===== config.mk =====
export PLATFORM = sky130hd
export DESIGN_NAME = check_multi
export DESIGN_NICKNAME = d
export VERILOG_FILES = /design/src/rtl/check_multi.sv
export SDC_FILE = /design/constraint.sdc
export NUM_CORES = 1
export LEC_CHECK = 0
export CAP_MARGIN = 0
export CORE_UTILIZATION = 40
export CTS_CLUSTER_SIZE = 16
export DETAILED_ROUTE_END_ITERATION = 7
export DONT_BUFFER_PORTS = 1
export RECOVER_POWER = 25
export SYNTH_ARGS = -nofsm -noshare
export SYNTH_HDL_FRONTEND = slang
export SYNTH_SLANG_ARGS = --single-unit

===== constraint.sdc =====
create_clock -name clock -period 4 [get_ports clock]
set_input_delay 0.8 -clock clock [delete_from_list [all_inputs] [get_ports clock]]
set_output_delay 0.8 -clock clock [all_outputs]
set_load 0.03 [all_outputs]

===== src/rtl/check_multi.sv =====
// Result checker: pops one result vector and one check record, masks and compares
// them, and writes an NWORDS-word result record to memory over an Avalon-MM master.
module check_multi #(
  parameter int ADDR_WIDTH = 20,
  parameter int DATA_WIDTH = 16,
  parameter int RTF_WIDTH  = 24,
  parameter int CHF_WIDTH  = RTF_WIDTH + ADDR_WIDTH,
  parameter int SCC_WIDTH  = 5,
  parameter int SCD_WIDTH  = 24,
  parameter int CNT_WIDTH  = 16
) (
  input  logic                    clock,
  input  logic                    reset_n,
  output logic [ADDR_WIDTH-1:0]   mem_address,
  output logic [DATA_WIDTH/8-1:0] mem_byteenable,
  output logic                    mem_write,
  output logic [DATA_WIDTH-1:0]   mem_writedata,
  input  logic                    mem_waitrequest,
  input  logic [RTF_WIDTH-1:0]    rfifo_data,
  output logic                    rfifo_rdreq,
  input  logic                    rfifo_rdempty,
  input  logic [CHF_WIDTH-1:0]    cfifo_data,
  output logic                    cfifo_rdreq,
  input  logic                    cfifo_rdempty,
  input  logic [SCC_WIDTH-1:0]    sc_cmd,
  input  logic [SCD_WIDTH-1:0]    sc_data,
  output logic                    sc_ready,
  output logic [CNT_WIDTH-1:0]    pass_count,
  output logic [CNT_WIDTH-1:0]    fail_count
);

  localparam int NWORDS = (RTF_WIDTH + 8 + DATA_WIDTH - 1) / DATA_WIDTH;
  localparam int RECW   = NWORDS * DATA_WIDTH;
  localparam int IDXW   = (NWORDS > 1) ? $clog2(NWORDS) : 1;
  localparam logic [IDXW-1:0] LAST_IDX = IDXW'(NWORDS - 1);

  localparam logic [SCC_WIDTH-1:0] CMD_BITMASK   = SCC_WIDTH'(1);
  localparam logic [SCC_WIDTH-1:0] CMD_MODE      = SCC_WIDTH'(2);
  localparam logic [SCC_WIDTH-1:0] CMD_CLR_STATS = SCC_WIDTH'(3);

  typedef enum logic [1:0] {
    S_IDLE,
    S_RD_FIFOS,
    S_CMP,
    S_WRITEBACK
  } state_t;

  state_t                 state_q, state_d;
  logic [IDXW-1:0]        idx_q, idx_d;
  logic [RTF_WIDTH-1:0]   mask_q;
  logic                   fail_only_q;
  logic [CNT_WIDTH-1:0]   pass_q, fail_q;
  logic [RTF_WIDTH-1:0]   res_q;
  logic [ADDR_WIDTH-1:0]  addr_q;
  logic                   fail_flag_q;

  logic [RTF_WIDTH-1:0]   res_m, exp_m;
  logic                   mismatch;
  logic [RECW-1:0]        rec;
  logic [NWORDS-1:0][DATA_WIDTH-1:0] words;
  logic                   unused_sc;

  assign unused_sc = ^sc_data;

  assign res_m    = rfifo_data & mask_q;
  assign exp_m    = cfifo_data[CHF_WIDTH-1 -: RTF_WIDTH] & mask_q;
  assign mismatch = (res_m != exp_m);

  always_comb begin
    state_d     = state_q;
    idx_d       = idx_q;
    rfifo_rdreq = 1'b0;
    cfifo_rdreq = 1'b0;
    mem_write   = 1'b0;
    case (state_q)
      S_IDLE: begin
        if (!rfifo_rdempty && !cfifo_rdempty) state_d = S_RD_FIFOS;
      end
      S_RD_FIFOS: begin
        rfifo_rdreq = 1'b1;
        cfifo_rdreq = 1'b1;
        state_d     = S_CMP;
      end
      S_CMP: begin
        state_d = (fail_only_q && !mismatch) ? S_IDLE : S_WRITEBACK;
      end
      S_WRITEBACK: begin
        mem_write = 1'b1;
        if (!mem_waitrequest) begin
          if (idx_q == LAST_IDX) begin
            idx_d   = '0;
            state_d = S_IDLE;
          end else begin
            idx_d = idx_q + 1'b1;
          end
        end
      end
      default: state_d = S_IDLE;
    endcase
  end

  // Record layout: result in the top bits, metadata byte in the bottom, zero between.
  always_comb begin
    rec                         = '0;
    rec[RECW-1 -: RTF_WIDTH]    = res_q;
    rec[7:0]                    = {1'b1, 6'b0, fail_flag_q};
  end

  assign words          = rec;
  assign mem_writedata  = words[LAST_IDX - idx_q];
  assign mem_address    = addr_q + ADDR_WIDTH'(idx_q);
  assign mem_byteenable = '1;
  assign sc_ready       = (state_q == S_IDLE) && rfifo_rdempty && cfifo_rdempty;
  assign pass_count     = pass_q;
  assign fail_count     = fail_q;

  always_ff @(posedge clock or negedge reset_n) begin
    if (!reset_n) begin
      state_q     <= S_IDLE;
      idx_q       <= '0;
      mask_q      <= '1;
      fail_only_q <= 1'b0;
      pass_q      <= '0;
      fail_q      <= '0;
      res_q       <= '0;
      addr_q      <= '0;
      fail_flag_q <= 1'b0;
    end else begin
      state_q <= state_d;
      idx_q   <= idx_d;

      if (sc_cmd == CMD_BITMASK) mask_q      <= sc_data[RTF_WIDTH-1:0];
      if (sc_cmd == CMD_MODE)    fail_only_q <= sc_data[0];

      if (state_q == S_CMP) begin
        res_q       <= res_m;
        addr_q      <= cfifo_data[ADDR_WIDTH-1:0];
        fail_flag_q <= mismatch;
      end

      // A clear coinciding with a compare discards that compare's count.
      if (sc_cmd == CMD_CLR_STATS) begin
        pass_q <= '0;
        fail_q <= '0;
      end else if (state_q == S_CMP) begin
        if (mismatch) begin
          if (fail_q != '1) fail_q <= fail_q + 1'b1;
        end else begin
          if (pass_q != '1) pass_q <= pass_q + 1'b1;
        end
      end
    end
  end

endmodule


==> out/metrics.yaml, run 1 <==
synth_edf_count: 0
min_period_over_period: 0.7436
synth_top_area_share: 0.3701
synth_fa_ha_area_frac: 0.009139
ant_nets: 0
ys_ff_latch: 105
synth-simple-area-share: 0.2573
drc: 0
rows: 42
fmax_mhz: 336.2
total_power_mw: 4.211
ir_drop_mv: 0.2439
hold_ws_ns: 0.1432
seq_area_frac_synth: 0.4853
die_height_um: 119.0
via_per_inst: 5.621
worst-setup-path-type: "reg -> out"
cpPeakStageDelay_ns: 0.58
clock_path_buffers: 2
synth_top_family_by_area: "simple AND/OR/NAND/NOR gates"
tightest_slew_ns: 1.096
grt-ovfl-total: 0
drv_cap: 0
pre_cts_ws_ns: 0.9963
dr.pass1.iters: 4
synthCells: 586
post-dp-hpwl_mm: 9.698
hp-class: "in -> async"
syn_to_final_growth_pct: 9.321
io_pins: 176
io_buffers: 0
path_cells: "nand2_1 -> nor2_1 -> nand3_1 -> nor3_1 -> xor2_1"
final.min_clock_period_ns: 2.974
cts_root_buf: "clkbuf_16"
yosys_most_used_dff: "dfrtp_1"
antenna_found_initial: 0
nFillCells: 1303
cts_tree: "built"
fin_setup_tns_ns: 0
ys_warn_count: 0
clock_latency_ns: 0.35
crit_arrival_ns: 2.17
synthArstFlopShare: 1.000
drt-wirelength-per-cell_um: 17.85
postCtsSetupBuffers: 0
grt_max_degree: 106
crit_required_ns: 3.20
path_max_fanout: 5
hold_viol_final: 0
layout.nets: 687
htreeDepth: 3
p_per_area_mw_per_mm2: 703.4
cts_resized: 0
clk_pin_slew_ns: 0.07
startpoint_type: "flip-flop"
vias: 4283
layout.cells.non_filler: 762
skew_ns: 0.01709
cellLeakagePower_nw: 2.599
synthXorXnorAreaFrac: 0.06877
cp_slowest_cell: "xor2_1"
synth_area_mm2: 0.005477
synthTopCellsByArea: "dfrtp_1 37%, dfstp_2 12%, nand2_1 9.5%"
ys_types: 42
final-setup-viol-count: 0
drtIter0Drc: 264
clkSinkCount: 105
dp.cells: 746
route.final.wire_length_mm: 13.60
cts_buffers: 9
place.gp.congestion: 0.8100
n_antenna_cell: 0
slew_headroom: 0.2679
rsz0062_at_grt: "false"
initial_utilization: 0.4119
die-area_mm2: 0.01416
ctsHoldBuffers: 0
syn_area_per_cell_um2: 9.346
synthMuxAreaShare: 0.07905
status: "finished, final reports clean"
maxSlewViolCount: 0
critPathCaptureType: "output pin"
dieWidth_um: 119.0
grt_first_pass_wirelength_mm: 22.34
layout_setup_ws_ns: 1.026
grt_pass1_vias: 4386
coreArea_mm2: 0.01330
grt.total_usage: 0.2003
synth_compound_area_frac: 0.07402
drive_gt1_frac: 0.1604
yosysTopAreaCell: "dfrtp_1"
## metrics by stage
stage	area (um2)	utilization
final	5987	0.4503
after global routing	5987	0.4503
after CTS	5987	0.4503
after detailed placement	5685	0.4276
after global placement	5685	0.4276
after floorplan	5480	-
## cell usage in the layout (no fill, tap or decap), types with 2 or more instances in the layout
| cell type | netlist | routed |
|---|---|---|
| nand4_1 | 17 | 17 |
| dfstp_2 | 24 | 24 |
| o311ai_0 | 2 | 2 |
| nand3b_1 | 2 | 2 |
| nand2b_1 | 6 | 5 |
| nor4_1 | 4 | 4 |
| nand3_1 | 51 | 51 |
| conb_1 | 1 | 2 |
| nor2_1 | 16 | 15 |
| a21oi_1 | 24 | 24 |
| xor2_1 | 28 | 28 |
| mux2_2 | 34 | 34 |
| dfrtp_1 | 81 | 81 |
| o21ai_0 | 20 | 20 |
| or4_1 | 8 | 8 |
| and4_1 | 3 | 3 |
| clkbuf_16 | 0 | 10 |
| nand2_1 | 139 | 139 |
| xnor2_1 | 15 | 15 |
| ha_1 | 4 | 4 |
| or2_2 | 2 | 2 |
| and3_1 | 6 | 6 |
| inv_6 | 0 | 2 |
| buf_4 | 3 | 14 |
| or3_1 | 21 | 21 |
| o31ai_1 | 6 | 6 |
| a22oi_1 | 12 | 12 |
| mux2i_1 | 5 | 5 |
| nor2b_1 | 9 | 8 |
| nor3_1 | 6 | 5 |
## critical path, delay by kind of cell (launching register included)
| kind | cells | cell delay [ns] |
|---|---|---|
| DFF | 1 | 0.42 |
| xor gates and xnor gates | 1 | 0.58 |
| and+or+nand+nor | 4 | 0.84 |
## per-layer routing
metal | track usage | part of all wire | vias up
met5 | 0 | 0 | -
met4 | 0.06962 | 0.014 | 0
met3 | 0.05316 | 0.073 | 13
met2 | 0.3249 | 0.48 | 147
met1 | 0.2571 | 0.43 | 2088
li1 | - | - | 2035
## cell usage after synthesis (all sizes together) (8+ instances only)
library cell	instances
nand2	139
dfrtp	81
nand3	51
mux2	34
xor2	28
a21oi	24
dfstp	24
clkbuf	21
or3	21
o21ai	20
nand4	18
nor2	16
xnor2	15
a22oi	12
buf	10
nor2b	9
or4	8
## cell type report
cell class                 count  area [um2]  share of cell area
timing repair buffer          14       105.1             0.01755
multi-input combinational    450        2699              0.4508
clock buffer                  12       267.8             0.04472
tap                          176       220.2             0.03678
inverter                       1       3.754           0.0006270
sequential                   105        2658              0.4439
clock inverter                 4       33.78            0.005643
## worst paths after layout
kind                                                 from                        end  slack [ns]  cells past startpoint
worst max-delay path                addr_q[4]$_DFFE_PN0P_            mem_address[15]        1.03                      5
worst min-delay path                              reset_n      res_q[19]$_DFFE_PN0P_        0.14                      0
worst max register to register  fail_count[0]$_DFFE_PN0P_  fail_count[7]$_DFFE_PN0P_        1.52                      7
worst min register to register      res_q[14]$_DFFE_PN0P_      res_q[14]$_DFFE_PN0P_        0.47                      2
max in group asynchronous                         reset_n      mask_q[4]$_DFFE_PN1N_        3.62                      0
min in group clock                  res_q[14]$_DFFE_PN0P_      res_q[14]$_DFFE_PN0P_        0.47                      2
## registers in the layout, summed over array words and instances, names as in the netlist
| signal | count |
|---|---|
| res_q | 24 |
| idx_q | 1 |
| state_q | 2 |
| fail_flag_q | 1 |
| fail_only_q | 1 |
| mask_q | 24 |
| pass_count | 16 |
| addr_q | 20 |
| fail_count | 16 |
## report_power, final
group	switching, mW	total [mW]	internal, mW
clock	0.407	0.891	0.484
sequential	0.406	1.81	1.41
combinational	1.03	1.51	0.478
total	1.84	4.21	2.37
## logic make-up after synthesis
group                      after synthesis
xor gates and xnor gates                43
and+or+nand+nor                        294
muxes                                   39
buffers and inverters                   32
adders and majority gates                4
DFF                                    105
AOI/OAI and AO/OA                       68
other                                    1
Note: power is estimated with default switching activity, not from simulation.
==> inputs of run 2 (changes only) <==
==> constraint.sdc (replaced) <==
create_clock -name clock -period 2.62 [get_ports clock]
set_input_delay 0.524 -clock clock [delete_from_list [all_inputs] [get_ports clock]]
set_output_delay 0.524 -clock clock [all_outputs]
set_load 0.03 [all_outputs]
==> run 2 against run 1 <==
  * Worst hold slack worse by 0.28 ns
  * Combinational power up 81%
  * Critical path type unchanged
  * Highest routed layer unchanged
  * Core utilization grew 2.2 points
  * The flow now finishes with violations (negative hold slack)
  * Total power is 61% higher
  * Non-clock buffer count increased by 32
==> out/metrics.yaml, run 2 (synthesis gave the netlist of run 1 again) <==
status: "finished, violations left"
violations: "negative hold slack"
final-setup-viol-count: 0
multi_input_area_mm2: 0.002733
slew_headroom: 0.5866
place.gp.congestion: 0.8030
clkSinkCount: 105
cts_root_buf: "clkbuf_16"
min_period_over_period: 0.9577
tightest_slew_ns: 0.6188
grt_first_pass_wirelength_mm: 22.76
maxSlewViolCount: 0
comb_power_share: 0.405
dr.pass1.iters: 4
grt-ovfl-total: 0
vias: 4359
route.final.wire_length_mm: 14.04
ant_nets: 0
rr_worst_depth: 6
pwr-share-clk: 0.209
drv_cap: 0
cts_buffers: 9
die_height_um: 119.0
crit_required_ns: 2.10
skew_ns: 0.007564
drc: 0
ir_drop_mv: 0.4592
cellLeakagePower_nw: 2.782
fin_area_mm2: 0.006282
hp-class: "in -> async"
cp.depth: 6
p_seq_frac: 0.386
rsz0062_at_grt: "false"
fmax_mhz: 398.6
cpPeakStageDelay_ns: 0.42
hold_ws_ns: -0.1408
path_max_fanout: 5
n_antenna_cell: 0
p_per_area_mw_per_mm2: 1078
r2r_setup_slack_ns: 0.36
drtIter0Drc: 276
nFillCells: 1271
crit_arrival_ns: 1.99
final-seq-area_mm2: 0.002658
grt_pass1_vias: 4525
power_switching_mw: 2.915
path_delay_family: "simple AND/OR/NAND/NOR gates"
layout.nets: 719
grt_max_degree: 106
clk_pin_slew_ns: 0.07
critPathBufInv: 1
rows: 42
initial_utilization: 0.4119
cts_tree: "built"
placed_area_mm2: 0.005938
path_cells: "and3_1 -> nand3_1 -> nor3_4 -> nand3_1 -> xnor2_1 -> buf_4"
final_common_cell: "nand2_1"
hold_viol_final: 81
worst-setup-path-type: "reg -> out"
clock_latency_ns: 0.36
final.min_clock_period_ns: 2.509
dieWidth_um: 119.0
swShare: 0.4303
grt.total_usage: 0.2055
htreeDepth: 3
via_per_inst: 5.490
drt-wirelength-per-cell_um: 17.68
fin_setup_tns_ns: 0
syn_to_final_growth_pct: 14.71
antenna_found_initial: 0
die-area_mm2: 0.01416
clock_path_buffers: 2
cp_slowest_cell: "dfrtp_1"
final_cell_mix: "139 x nand2_1, 81 x dfrtp_1, 49 x nand3_1, 45 x buf_4, 34 x mux2_2"
worst_path_most_repeated_cell: "nand3_1"
startpoint_type: "flip-flop"
io_pins: 176
drive_gt1_frac: 0.2168
biggestRegsByFlops: "mask_q: 24 flops, res_q: 24 flops, addr_q: 20 flops"
coreArea_mm2: 0.01330
post-dp-hpwl_mm: 9.999
critPathCaptureType: "output pin"
cell_internal_pwr_mw: 3.860
io_buffers: 0
-- run 2: changes by cell type in the layout (fill, tap and decap cells not counted), moves of 2 or more --
cell	change
nor2_1	-3
nand3_1	-2
nor3_1	-2
inv_8	+2
buf_4	+31
nor2_2	+3
nand3_2	+2
-- run 2: what timing repair did --
item                                    in CTS  in global routing
pin swaps                                    0                  1
hold endpoints to repair                   100                 98
gates resized for setup                      1                  7
endpoints found under the setup margin       2                  8
setup buffers                                0                  0
-- run 2: cell type report --
cell class / instances / area share
Sequential cell: 105 / 0.4230
Tap cell: 176 / 0.03505
Clock buffer: 9 / 0.03585
Timing Repair Buffer: 46 / 0.05696
Inverter: 1 / 0.0005975
Multi-Input combinational cell: 450 / 0.4350
Clock inverter: 7 / 0.01354
-- run 2: metrics by stage --
step	worst slack (ns)	util	cells	power, mW	hold slack (ns)
2_1_floorplan	0.3598	-	587	4.546	0.2284
3_3_place_gp	0.1036	0.4466	778	5.326	0.2330
3_5_place_dp	0.03635	0.4466	778	5.397	0.2326
4_1_cts	0.02216	0.4704	794	6.848	-0.1640
5_1_grt	0.004263	0.4725	794	7.193	-0.1676
6_report	0.1109	0.4725	794	6.775	-0.1408
-- run 2: final timing paths --
kind,end,startpoint
setup / recovery,mem_address[17],addr_q[10]$_DFFE_PN0P_
setup reg to reg,fail_count[7]$_DFFE_PN0P_,fail_count[8]$_DFFE_PN0P_
hold / removal,res_q[19]$_DFFE_PN0P_,reset_n
min in group clock,addr_q[1]$_DFFE_PN0P_,cfifo_data[1]
max in group asynchronous,mask_q[12]$_DFFE_PN1N_,reset_n
hold reg to reg,res_q[10]$_DFFE_PN0P_,res_q[10]$_DFFE_PN0P_
-- run 2: worst reg2reg max path, delay by kind of cell (launching register included) --
| kind | cells | cell delay, ns |
|---|---|---|
| compound gates | 1 | 0.17 |
| simple gates | 5 | 1.50 |
| flops | 1 | 0.53 |
-- run 2: routing by layer --
layer,GRT usage,vias up,part of all wire
met5,0,-,0
met4,0.06962,0,0.015
met3,0.07328,17,0.078
met2,0.3339,151,0.48
met1,0.2518,2095,0.43
li1,-,2096,-
-- run 2: power groups by stage --
| stage | Clock [mW] | Sequential [mW] | Combinational [mW] |
|---|---|---|---|
| after global placement | 0 | 2.61 | 2.72 |
| after global routing | 1.52 | 2.69 | 2.99 |
| after detailed placement | 0 | 2.64 | 2.76 |
| final | 1.42 | 2.61 | 2.74 |
| after floorplan | 0 | 2.65 | 1.89 |
| after CTS | 1.47 | 2.61 | 2.76 |
==> inputs of run 3 (changes only) <==
==> constraint.sdc (replaced) <==
create_clock -name clock -period 2.2 [get_ports clock]
set_input_delay 0.44 -clock clock [delete_from_list [all_inputs] [get_ports clock]]
set_output_delay 0.44 -clock clock [all_outputs]
set_load 0.03 [all_outputs]
==> run 3 against run 2 <==
  * The flow finishes with violations (negative hold slack, negative setup slack)
  * Sequential cell count did not move
  * Non-clock buffer count up 45
  * Sequential power increased by 18%
  * Sequential share of layout area fell by 3.5 points
  * Final area is 9.0% higher
  * Routed wire length increased by 5.6%
  * Worst hold slack got worse by 0.084 ns
  * Clock-buffer cell count unchanged
  * Clock power is 15% higher
  * Die area unchanged
  * Total power grew 26%
  * Critical path depth up 1
  * Largest power group unchanged
==> out/metrics.yaml, run 3 (synthesis gave the netlist of run 1 again) <==
status: "finished, violations left"
violations: "negative hold slack, negative setup slack"
drive_gt1_frac: 0.3137
fin_area_mm2: 0.006847
biggestRegsByFlops: "mask_q: 24 flops, res_q: 24 flops, addr_q: 20 flops"
antenna_found_initial: 0
r2r-start: "mask_q[16]$_DFFE_PN1N_"
clk_pin_slew_ns: 0.08
tightest_slew_ns: 0.5528
dp.cells: 805
rows: 42
clkSinkCount: 105
cts_buffers: 9
cellLeakagePower_nw: 3.067
drt-wirelength-per-cell_um: 17.67
grt.total_usage: 0.2107
die-area_mm2: 0.01416
startpoint_type: "flip-flop"
final-setup-viol-count: 12
regToRegEndpoint: "pass_count[4]$_DFFE_PN0P_"
layout.nets: 764
min_period_over_period: 1.062
route.final.wire_length_mm: 14.83
placed_area_mm2: 0.006161
htreeDepth: 3
final_cell_mix: "135 x nand2_1, 82 x buf_4, 79 x dfrtp_1, 44 x nand3_1, 34 x mux2_2"
slew_headroom: 0.6304
crit_arrival_ns: 1.90
ir_drop_mv: 0.7863
ant_nets: 0
final_common_cell: "nand2_1"
layout_setup_ws_ns: -0.1374
drtIter0Drc: 369
grt-ovfl-total: 0
hp-class: "in -> async"
rr_worst_depth: 6
clock_latency_ns: 0.36
cts_root_buf: "clkbuf_16"
final.min_clock_period_ns: 2.337
path_max_fanout: 3
maxSlewViolCount: 0
syn_to_final_growth_pct: 25.02
die_height_um: 119.0
vias: 4629
grt_first_pass_wirelength_mm: 23.41
dieWidth_um: 119.0
drc: 0
drv_cap: 0
crit_required_ns: 1.76
layout.cells.non_filler: 839
dr.pass1.iters: 6
fin_setup_tns_ns: -1.008
hold_viol_final: 101
critPathCaptureType: "output pin"
place.gp.congestion: 0.7980
io_buffers: 0
skew_ns: 0.01180
grt_max_degree: 106
n_antenna_cell: 0
grt_pass1_vias: 4718
via_per_inst: 5.517
fmax_mhz: 427.8
coreArea_mm2: 0.01330
hold_ws_ns: -0.2247
startpoint: "addr_q[12]$_DFFE_PN0P_"
cts_tree: "built"
worst-setup-path-type: "reg -> out"
finish.utilization: 0.5150
total_power_mw: 8.555
rsz0062_at_grt: "true"
p_per_area_mw_per_mm2: 1250
clock_path_buffers: 2
io_pins: 176
r2r_setup_slack_ns: 0.09
post-dp-hpwl_mm: 10.11
initial_utilization: 0.4119
==> run 3: changes by cell type in the layout (fill, tap and decap cells not counted), sizes merged <==
cell / delta
buf: +45
clkinvlp: -2
clkinv: +2
bufinv: -1
inv: +1
==> run 3: timing repair <==
item / CTS / global route
hold endpoints to repair: 105 / 105
setup buffers: 12 / 6
cloned: 0 / 0
resized for setup: 26 / 24
setup endpoints to repair: 18 / 23
pin swaps: 11 / 17
==> run 3: layer usage <==
layer	global-route usage	vias to the layer above	wire (um)
met5	0	-	0
met4	0.05617	0	133
met3	0.06944	9	901
met2	0.3528	155	7432
met1	0.2591	2279	6360
li1	-	2186	-
==> run 3: layout make-up <==
class,count,area [um2]
Clock inverter,7,81.33
Multi-Input combinational cell,450,2922
Fill cell,1233,6449
Timing Repair Buffer,91,734.5
Inverter,1,3.754
Tap cell,176,220.2
Sequential cell,105,2660
Clock buffer,9,225.2
==> run 3: stage by stage <==
step	hold slack (ns)	worst slack, ns
2_1_floorplan	0.1444	0.01708
3_3_place_gp	0.1481	-0.2351
3_5_place_dp	0.1478	-0.2620
4_1_cts	-0.2460	-0.1294
5_1_grt	-0.2569	-0.2435
6_report	-0.2247	-0.1374
==> run 3: critical path: stages, from the launching register on <==
cell and delay, ns:
dfrtp_1 0.39, and3_4 0.23, nand3_2 0.12, nor3_2 0.21, buf_4 0.16, nand3_4 0.08, xnor2_2 0.20, buf_6 0.16
==> run 3: how the worst max path moves through the flow <==
stage / to / slack (ns)
final: mem_address[17] / -0.14
after global routing: mem_address[15] / -0.24
after CTS: mem_address[17] / -0.13
after detailed placement: pass_count[4]$_DFFE_PN0P_ / -0.26
after global placement: pass_count[3]$_DFFE_PN0P_ / -0.24
after floorplan: fail_count[5]$_DFFE_PN0P_ / 0.02
==> run 3: report_power, final <==
group | total (mW) | switching (mW) | internal [mW]
logic | 3.84 | 2.38 | 1.45
registers | 3.08 | 0.510 | 2.57
clock network | 1.64 | 0.826 | 0.815
total | 8.55 | 3.72 | 4.84
==> RTL edit, RTL diff (settings of run 3) <==
Make the reset (`reset_n`) synchronous in one clocked block.
--- a/src/rtl/check_multi.sv
+++ b/src/rtl/check_multi.sv
@@ -116,3 +116,3 @@
 
-  always_ff @(posedge clock or negedge reset_n) begin
+  always_ff @(posedge clock) begin
     if (!reset_n) begin
Formal check against the unedited RTL: differs if reset_n is asserted again (counterexample within 4 cycles, from zero or initial values and one cycle with reset_n low); with reset_n held inactive, the same outputs for 10 cycles.
==> RTL edit against run 3 <==
The flow finishes with violations (setup timing). First-iteration DRC count is 18% lower. Worst setup slack improved by 53 ps. Routed wire length up 1.6%. Area after synthesis decreased by 7.6%. Sequential cell count is the same. Final area shrank 9.5%. Core utilization down 0.54 points.
Power is not compared: it rests on default switching activity, and its combinational part moved more than twofold at a synthesized area within 25%.
==> RTL edit: results (changes against run 3) <==
stage;metric;value;unit;change
status;status;finished, violations left;;unchanged
status;violations;setup timing;;was hold timing, setup timing
grt;antenna_found_initial;0;;unchanged
synth;synth_cell_types;43;;was 42
timing;setup_viol;9;;was 12
drt;wirelength;15100;um;was 14800 um
drt;top_layer;met4;;unchanged
synth;ys.flop_type;dfxtp_1;;was dfrtp_1
final_layout;instances_no_fill;865;;was 839
cts;cts_root_buf;clkbuf_16;;unchanged
final_layout;reg_top3;mask_q: 24 flops, res_q: 24 flops, addr_q: 20 flops;;unchanged
synth;ys_seq_area_share;41.5;%;was 48.5%
final_layout;drive_gt1_share;17.1;%;was 31.4%
critical_path;slowest_delay;350;ps;was 390 ps
placement;place_area;0.00571;mm2;was 0.00616 mm2
timing;finClkSkew;9.20;ps;was 11.8 ps
worst_hold_path;worstHoldPathType;input pin to register;;was input pin to async pin
placement;dp_hpwl;10500;um;was 10100 um
grt;grt_pass1_wl;23700;um;was 23400 um
grt;grt_max_degree;58;;was 106
placement;routabilityCongestion;0.883;;was 0.798
final_layout;fillers;1204;;was 1233
drt;met3_length;1070;um;was 901 um
drt;first_pass_iters;5;;was 6
synth;ys.warnings.count;0;;unchanged
timing;slew_headroom;35.5;%;was 63.0%
drt;dr_wl_met2;7230;um;was 7430 um
critical_path;worst_path_max_delay_cell;dfxtp_2;;was dfrtp_1
synth;ys_top_cells_by_count;nand2_1, dfxtp_1, nand3_1, a21oi_1, clkbuf_1;;was nand2_1, dfrtp_1, nand3_1, mux2_2, xor2_1
timing;worst_slack;-84.6;ps;was -137 ps
cts;cts_buffers;9;;unchanged
cts;clock_path_buffers;2;;unchanged
placement;port_buffers;0;;unchanged
drt;drt_iter0_markers;304;;was 369
cts;clkLatencyLatePin;350;ps;
drt;viasPerCell;5.59;;was 5.52
cts;clk_pin_slew;80;ps;about the same
critical_path;cp_top_family;simple AND/OR/NAND/NOR gates;;unchanged
synth;synth_cells;643;;was 586
drt;wl_met1;6530;um;was 6360 um
grt;grtUsageTotal;23.3;%;was 21.1%
power;ir_drop;0.000348;V;
final_layout;diodes;0;;unchanged
synth;async_flop_share;0;%;was 100%
placement;dp_cells;842;;was 805
critical_path;crit_fanout;5;;was 3
final_layout;nets;798;;was 764
grt;grt_pass1_vias;4753;;was 4718
synth;yosys-top-cells-area;dfxtp_1, nand2_1, nand3_1;;was dfrtp_1, dfstp_2, nand2_1
-- RTL edit: cell count changes in the layout (fill, tap and decap cells not counted), moves of 7 or more --
cell / before / now
buf_4: 82 / 44
dfxtp_2: 0 / 7
dfxtp_1: 0 / 97
clkbuf_1: 0 / 24
nand3_1: 44 / 70
mux2_2: 34 / 9
or4_1: 8 / 18
dfstp_2: 24 / 0
dfrtp_1: 79 / 0
o21ai_0: 20 / 13
a21oi_1: 23 / 69
or3_1: 20 / 10
-- RTL edit: path summary, 6_finish.rpt --
check | start | end | slack, ps | cells past startpoint
worst max-delay path | addr_q[0] | mem_address[14] | -80 | 7
worst min-delay path | reset_n | mask_q[9] | 160 | 1
worst max register to register | fail_count[1] | fail_count[15] | -10 | 6
worst min register to register | res_q[0] | res_q[0] | 450 | 2
-- RTL edit: per-layer routing --
layer / vias up / GRT usage [%]
met3: 16 / 5.08
met4: 0 / 9.44
met2: 170 / 39.5
li1: 2378 / -
met1: 2272 / 28.6
met5: - / 0
-- RTL edit: layout make-up --
class	count	area, um2	area share (%)
Sequential cell	105	2110	34.1
Clock buffer	11	243	3.92
Multi-Input combinational cell	492	2970	47.9
Inverter	6	22.5	0.363
Tap cell	168	210	3.39
Timing Repair Buffer	78	576	9.29
Clock inverter	5	63.8	1.03
-- RTL edit: where the power goes --
part | switching [mW] | internal (mW)
Combinational | 0.320 | 0.178
Sequential | 0.0506 | 1.96
Clock | 0.746 | 0.924
-- RTL edit: metrics by stage --
step / setup TNS, ps / setup slack (ps) / utilization [%]
floorplan: 0 / 21.4 / -
global placement: -3360 / -258 / 46.9
detailed placement: -3770 / -302 / 46.9
CTS: -652 / -107 / 51.0
global route: -1950 / -168 / 51.0
finish: -330 / -84.6 / 51.0
-- RTL edit: cell families after synthesis --
kind of cell,count (synthesis),synth area share (%)
and+or+nand+nor,311,29.7
AOI/OAI and AO/OA,122,14.2
DFF,105,41.5
buffers and inverters,47,3.93
xor gates and xnor gates,43,7.44
muxes,10,2.20
adders and majority gates,4,0.989
other,1,0.0741
-- RTL edit: timing repair --
| item | CTS | global route |
|---|---|---|
| pin swaps | 18 | 14 |
| resized for setup | 35 | 16 |
| endpoints found under the setup margin | 20 | 26 |
| setup buffers | 7 | 0 |
-- RTL edit: worst reg2reg max path: stages, from the launching register on --
cell      delay, ps
dfxtp_1         330
clkbuf_1        370
nand3_1         190
nor3_1          310
or4b_1          480
or3_1           320
a21oi_1         130
